### src/rtl/bin_to_digits4.sv
// -----------------------------------------------------------------------------
// bin_to_digits4
//
// Converts a signed or unsigned binary operand into four display-digit codes
// for the 4-digit seven-segment scanner. Codes 0x0-0x9 are decimal digits and
// 0xA is the minus sign. The conversion runs as an iterative double-dabble
// (shift-add-3): one operand bit per clock.
//
// The digit outputs are only updated on the final edge of a conversion. The
// display therefore never shows intermediate BCD values.
//
// Ports
//   clk        in   1      system clock, rising edge
//   rst        in   1      asynchronous, active-high reset
//   start      in   1      conversion request, sampled only while idle
//   value      in   WIDTH  operand, captured on the edge that accepts start
//   is_signed  in   1      1: value is two's complement, 0: unsigned
//   busy       out  1      conversion in progress (state != IDLE)
//   done       out  1      one-cycle pulse: new l3..l0 / ovf are valid
//   ovf        out  1      last result did not fit in four digit positions
//   l3         out  4      leftmost digit code (sign position)
//   l2         out  4      digit code
//   l1         out  4      digit code
//   l0         out  4      rightmost digit code
//
// Handshake
//   A request is accepted on a rising edge where start=1 and busy=0. That
//   edge captures value and is_signed. busy stays high until the edge that
//   raises done, and start is ignored while busy is high; it is not queued.
//   done is high for exactly one cycle. A start presented during that cycle
//   is accepted, because the block is already idle.
//
// Parameters
//   WIDTH  operand width, legal range 4..16. The BCD scratch is five digits
//          wide, which is enough for 2^16-1.
// -----------------------------------------------------------------------------
module bin_to_digits4 #(
    parameter int WIDTH = 16
) (
    input  logic             clk,
    input  logic             rst,
    input  logic             start,
    input  logic [WIDTH-1:0] value,
    input  logic             is_signed,
    output logic             busy,
    output logic             done,
    output logic             ovf,
    output logic [3:0]       l3,
    output logic [3:0]       l2,
    output logic [3:0]       l1,
    output logic [3:0]       l0
);

    localparam int          BCD_DIGITS = 5;
    localparam int          BCD_W      = 4 * BCD_DIGITS;
    localparam logic [4:0]  LAST_BIT   = 5'(WIDTH - 1);
    localparam logic [3:0]  CODE_MINUS = 4'hA;

    typedef enum logic [1:0] {
        ST_IDLE   = 2'd0,
        ST_SHIFT  = 2'd1,
        ST_FORMAT = 2'd2
    } state_t;

    // The state register is named plainly so a checker can bind to it
    // hierarchically.
    state_t             state;
    logic               neg;
    logic [WIDTH-1:0]   mag;
    logic [BCD_W-1:0]   bcd;
    logic [4:0]         bit_cnt;

    // Combinational helpers
    logic               value_neg;
    logic [WIDTH-1:0]   value_mag;
    logic [BCD_W-1:0]   bcd_adj;
    logic               fits_pos;
    logic               fits_neg;

    // Add 3 to every BCD nibble that is 5 or more. After the following left
    // shift, such a nibble carries correctly into the next decimal digit.
    function automatic logic [BCD_W-1:0] add3_all(input logic [BCD_W-1:0] b);
        logic [BCD_W-1:0] r;
        r = b;
        for (int i = 0; i < BCD_DIGITS; i++) begin
            if (r[4*i +: 4] >= 4'd5) begin
                r[4*i +: 4] = r[4*i +: 4] + 4'd3;
            end
        end
        return r;
    endfunction

    // The magnitude is taken as WIDTH-bit unsigned. The most negative input
    // therefore negates to 2^(WIDTH-1), which is the correct magnitude.
    assign value_neg = is_signed & value[WIDTH-1];
    assign value_mag = value_neg ? (-value) : value;

    assign bcd_adj   = add3_all(bcd);

    // In FORMAT, all operand bits have been shifted into bcd. The range tests
    // therefore read the upper decimal digits directly.
    //   positive fits when the result is at most 9999 (digit 4 is zero)
    //   negative fits when the result is at most  999 (digits 4 and 3 are zero)
    assign fits_pos  = (bcd[19:16] == 4'd0);
    assign fits_neg  = (bcd[19:12] == 8'd0);

    assign busy      = (state != ST_IDLE);

    always_ff @(posedge clk or posedge rst) begin
        if (rst) begin
            state   <= ST_IDLE;
            neg     <= 1'b0;
            mag     <= '0;
            bcd     <= '0;
            bit_cnt <= '0;
            done    <= 1'b0;
            ovf     <= 1'b0;
            l3      <= 4'h0;
            l2      <= 4'h0;
            l1      <= 4'h0;
            l0      <= 4'h0;
        end else begin
            // done is a pulse. Only the FORMAT branch raises it.
            done <= 1'b0;

            case (state)
                ST_IDLE: begin
                    if (start) begin
                        neg     <= value_neg;
                        mag     <= value_mag;
                        bcd     <= '0;
                        bit_cnt <= '0;
                        state   <= ST_SHIFT;
                    end
                end

                ST_SHIFT: begin
                    // Shift {bcd, mag} left by one, using the adjusted BCD.
                    bcd     <= {bcd_adj[BCD_W-2:0], mag[WIDTH-1]};
                    mag     <= {mag[WIDTH-2:0], 1'b0};
                    bit_cnt <= bit_cnt + 5'd1;
                    if (bit_cnt == LAST_BIT) begin
                        state <= ST_FORMAT;
                    end
                end

                ST_FORMAT: begin
                    if (!neg && fits_pos) begin
                        l3  <= bcd[15:12];
                        l2  <= bcd[11:8];
                        l1  <= bcd[7:4];
                        l0  <= bcd[3:0];
                        ovf <= 1'b0;
                    end else if (neg && fits_neg) begin
                        l3  <= CODE_MINUS;
                        l2  <= bcd[11:8];
                        l1  <= bcd[7:4];
                        l0  <= bcd[3:0];
                        ovf <= 1'b0;
                    end else begin
                        // Out of range: show "----" and flag it.
                        l3  <= CODE_MINUS;
                        l2  <= CODE_MINUS;
                        l1  <= CODE_MINUS;
                        l0  <= CODE_MINUS;
                        ovf <= 1'b1;
                    end
                    done  <= 1'b1;
                    state <= ST_IDLE;
                end

                default: begin
                    state <= ST_IDLE;
                end
            endcase
        end
    end

endmodule

### config.mk
export PLATFORM = sky130hd
export DESIGN_NAME = bin_to_digits4
export DESIGN_NICKNAME = d
export VERILOG_FILES = /design/src/rtl/bin_to_digits4.sv
export SDC_FILE = /design/constraint.sdc
export NUM_CORES = 1
export LEC_CHECK = 0
export CAP_MARGIN = 20
export CORE_UTILIZATION = 52
export DETAILED_ROUTE_END_ITERATION = 8
export PLACE_DENSITY = 0.75
export SLEW_MARGIN = 20
export SYNTH_ARGS = -nofsm -noshare
export SYNTH_HDL_FRONTEND = slang
export SYNTH_SLANG_ARGS = --single-unit
### constraint.sdc
create_clock -name clk -period 2.65 [get_ports clk]
set_input_delay 0.795 -clock clk [delete_from_list [all_inputs] [get_ports clk]]
set_output_delay 0.795 -clock clk [all_outputs]
set_load 0.02 [all_outputs]
## After elaboration in Yosys (flattened, before gate mapping)

Cells that the tools add are included.
W data, S select, Z words.

- Register bits: 62
- Output and inout bits: 19

- $add $sub $neg: 7
- Order comparisons: 5
- Equal/unequal tests: 5
- Mux-type cells: 25
- Bitwise operators: 1
- Reductions and logical operators: 11

Operators by type and width:

| operator | count |
|---|---|
| $mux W4 | 11 |
| $pmux W20 S2 | 1 |
| $mux W16 | 2 |
| $pmux W16 S2 | 1 |
| $ge A4 B3 Y1 const B | 5 |
| $mux W20 | 1 |
| $add A4 B2 Y4 const B | 4 |
| $neg A16 Y16 | 1 |
| $pmux W5 S2 | 1 |
| $logic_not A8 Y1 | 1 |
| $reduce_and A2 Y1 | 3 |
| $add A5 B1 Y5 const B | 1 |
| $eq A5 B4 Y1 const B | 1 |
| $mux W5 | 1 |
| $logic_not A4 Y1 | 1 |
| $mux W2 | 2 |
| $ne A2 B2 Y1 const B | 2 |
| $pmux W2 S2 | 1 |
| $reduce_bool A2 Y1 | 2 |
| $add A3 B2 Y3 const B | 1 |
| $mux W1 | 3 |
| $mux W3 | 1 |
| $eq A2 B1 Y1 const B | 1 |
| $eq A2 B2 Y1 const B | 1 |
| other kinds (4) | 5 |

## Logic depth before layout (Yosys ltp)

- Depth in word-level cells: 4
- Gate-level depth with buffers: 7

## Worst setup path before layout

No wires, ideal clock.

- Path kind: input -> register
- From: in value[0]
- To: reg mag[12]
- Library setup time: 0.132 ns
- Arrival: 1.745 ns
- Required time: 2.518 ns
- Setup slack: 0.773 ns
- Cell stages on the path: 7
- Cells stage by stage: inv_1 -> ha_1 -> nor4b_2 -> and2_1 -> a31oi_1 -> xnor2_1 -> o21ai_1

- Longest elaborated chain between the ends: 4

Ends and longest elaborated chain:

| element | RTL line | text |
|---|---|---|
| start, declared | 43 | `input logic [WIDTH-1:0] value,` |
| $neg A16 Y16 | 96 | `assign value_mag = value_neg ? (-value) : value;` |
| $mux W16 | 96 |  |
| $mux W16 | 128 | `if (start) begin` |
| $pmux W16 S2 | 126 | `case (state)` |
| end signal, assigned | 130 | `mag <= value_mag;` |
| end signal, assigned | 140 | `mag <= {mag[WIDTH-2:0], 1'b0};` |
| end, declared | 69 | `logic [WIDTH-1:0] mag;` |

No other way between the ends. The select of a mux whose other input is x is not followed.
A chain may end at the register's enable or synchronous reset.

## Worst setup path after layout

- From: reg state[1]
- To: out busy

- Longest elaborated chain between the ends: 1

Ends and longest elaborated chain:

| element | RTL line | text |
|---|---|---|
| start, declared | 67 | `state_t state;` |
| start signal, assigned | 111 | `state <= ST_IDLE;` |
| start signal, assigned | 133 | `state <= ST_SHIFT;` |
| start signal, assigned | 143 | `state <= ST_FORMAT;` |
| $reduce_bool A2 Y1 | 107 | `assign busy = (state != ST_IDLE);` |
| end, declared | 45 | `output logic busy,` |

No other way between the ends.

==> impl_metrics.toml <==
[global_route]
grt_usage_pct = 21.6
grt_pass1_wl_mm = 10.6
grt_max_degree = 40
grt_pass1_vias = 2404
overflow = 0
grt_antenna_before_repair = 0

[sta]
fmax_mhz = 426
rsz0062_at_grt = "false"
period_share_pct = 88.5
hold_viol = 0
post-route-min-period_ns = 2.35
fin_ws_ns = 0.304
fin_tns_setup_ns = 0
timing.slew.headroom_pct = 52.5
worst_pin_slew_ns = 0.712
slew_violations = 0
setup_viol = 0
skew_ns = 0.0116

[placed_design]
dp_slack_ns = 0.125
hpwl_mm = 4.26
place_area_um2 = 3630
portBuffers = 38
place_congestion = 0.814

[drt]
routed_via_density = 5.60
drt-wirelength-per-cell_um = 13.8
dr.first_iter.drc_count = 109
vias = 2493
drt-pass1-iter-count = 4
routed_wl_mm = 6.13
drc = 0
ant_nets = 0

[synthesis]
netlist_area_um2 = 3170
synth_fa_ha_area_share_pct = 5.92
avgSynthCellArea_um2 = 9.78
ys_warn_count = 0
synth_simple_gate_area_share_pct = 13.9
synth-compound-area-share_pct = 20.9
synth_edf_count = 0
synth-main-ff-cell = "dfrtp_1"
yosysSeqAreaShare_pct = 49.0
synth_nets = 359
yosys.area_share.xor_xnor_pct = 5.25
ys_seq_elements = 62
yosys-mux-area-fraction_pct = 0.316
synth_top_family_by_area = "compound AO/OA/AOI/OAI gates"
syn_inst = 324
async_reset_ff_share_pct = 100
synth.distinct_cells = 44

[final_layout]
most-common-layout-cells = "dfrtp_1, clkdlybuf4s50_1, nand2_1, o21ai_1, nor2_1"
nNetsFinal = 400
syn_to_final_growth_pct = 20.5
final_common_cell = "dfrtp_1"
fin_area_um2 = 3820
layout-drive-gt1-share_pct = 9.19
diodes = 0

[clock_tree]
cts-buffers-inserted = 9
post_cts_buffers = 0
root_buffer = "clkbuf_8"
ctsResizeCount = 0
htree_levels = 3
cts_buffer_depth = 2
cts_tree = "built"
cts.sinks = 62
clk_pin_slew_worst_paths_ns = 0.06
cts_hold_buf = 0
insertion_delay_ns = 0.35

[floorplanning]
num_rows = 28
die_w_um = 80.1
fp.dieH_um = 80.1
core_area_um2 = 5890
io_pins = 39
initial_core_util_pct = 53.8
die_area_um2 = 6410

[critical_path]
ff2ff_setup_slack_ns = 0.81
reg2reg_from = "bcd[16]$_DFFE_PP0P_"
end_kind = "output port"
arrival_ns = 1.55
worst_ep_required_time_ns = 1.86
crit_fanout = 6
crit_type = "flop to output port"
reg2reg_to = "ovf$_DFFE_PP0P_"
startpoint = "state[1]$_DFFE_PP0P_"
critPathLaunchType = "flop"
worstSetupEndpoint = "busy"
reg2regPathDepth = 6

[power]
power_uw = 3770
p_leak_uw = 0.00162
ir_worst_vdd_mv = 0.387
power.density_nw_per_um2 = 987

[status]
outcome = "finished clean"

[flow_run]
cap_violations = 0

[worst_hold_path]
holdCritPathClass = "flop to flop"
metal layers:
layer,up-vias,global-route usage [%],part of all wire (%)
li1,1230,-,-
met1,1198,26.1,46
met2,55,36.5,49
met3,10,4.20,3.3
met4,0,11.3,1.9
met5,-,0,0
stage by stage:
stage | hold slack, ns | util [%] | cells
6_report | 0.477 | 64.9 | 445
3_3_place_gp | 0.456 | 61.7 | 429
4_1_cts | 0.478 | 64.8 | 445
3_5_place_dp | 0.468 | 61.7 | 429
2_1_floorplan | 0.437 | - | 324
5_1_grt | 0.506 | 64.9 | 445
critical path: stages, from the launching register on:
cell	delay (ns)
dfrtp_1	0.42
nor2_1	0.19
inv_1	0.07
clkdlybuf4s50_1	0.53
cell families (layout without fill, tap and decap cells):
group                      count (synthesis)  count (layout)
AOI/OAI and AO/OA                        106             106
and+or+nand+nor                           84              84
DFF                                       62              62
buffers and inverters                     37              83
xor gates and xnor gates                  19              19
adders and majority gates                 15              15
muxes                                      1               1
how the worst min path moves through the flow:
stage / startpoint / to / slack, ns / cells past startpoint
after global routing: bit_cnt[3]$_DFFE_PP0P_ / bit_cnt[3]$_DFFE_PP0P_ / 0.51 / 1
final: bit_cnt[3]$_DFFE_PP0P_ / bit_cnt[3]$_DFFE_PP0P_ / 0.48 / 1
after global placement: bit_cnt[3]$_DFFE_PP0P_ / bit_cnt[3]$_DFFE_PP0P_ / 0.46 / 1
after CTS: bit_cnt[3]$_DFFE_PP0P_ / bit_cnt[3]$_DFFE_PP0P_ / 0.48 / 1
after floorplan: bit_cnt[3]$_DFFE_PP0P_ / bit_cnt[3]$_DFFE_PP0P_ / 0.44 / 1
after detailed placement: bit_cnt[3]$_DFFE_PP0P_ / bit_cnt[3]$_DFFE_PP0P_ / 0.47 / 1
Yosys cell counts (2+ instances only):
library cell	instances	area, µm²
nand3_1	7	35.0
inv_1	21	78.8
buf_2	7	35.0
nor2_1	24	90.1
o22ai_1	12	75.1
a22oi_1	14	105
o21ai_0	6	30.0
o31ai_1	5	37.5
a32o_1	5	50.1
nor3_2	2	20.0
dfrtp_1	62	1550
nor3b_1	3	22.5
a21oi_1	23	115
o22a_1	5	43.8
xnor2_1	18	158
nand2b_1	7	43.8
o21ai_1	26	130
buf_1	4	15.0
clkbuf_1	4	15.0
and2_1	2	12.5
a31oi_1	4	25.0
nand2_1	26	97.6
nand4_1	2	12.5
ha_1	15	188
cell type report:
cell class                      instances  area, µm²
Tap cell                               75       93.8
Clock buffer                           13        169
Multi-Input combinational cell        225       1470
Inverter                               22       82.6
Clock inverter                          3       17.5
Sequential cell                        62       1550
Timing Repair Buffer                   45        433
Fill cell                             504       2070
power by group:
| group | switching, µW | internal [µW] | leakage [µW] | total, µW |
|---|---|---|---|---|
| clock network | 362 | 413 | 0.0000954 | 775 |
| registers | 264 | 1270 | 0.000769 | 1530 |
| logic | 810 | 652 | 0.000760 | 1460 |
flip-flops by register name, summed over array words and instances, names as in the netlist:
signal   cells
l2           4
state        2
l1           4
l3           4
bcd         20
ovf          1
neg          1
done         1
l0           4
bit_cnt      5
mag         16
Note: power is estimated with default switching activity, not from simulation.
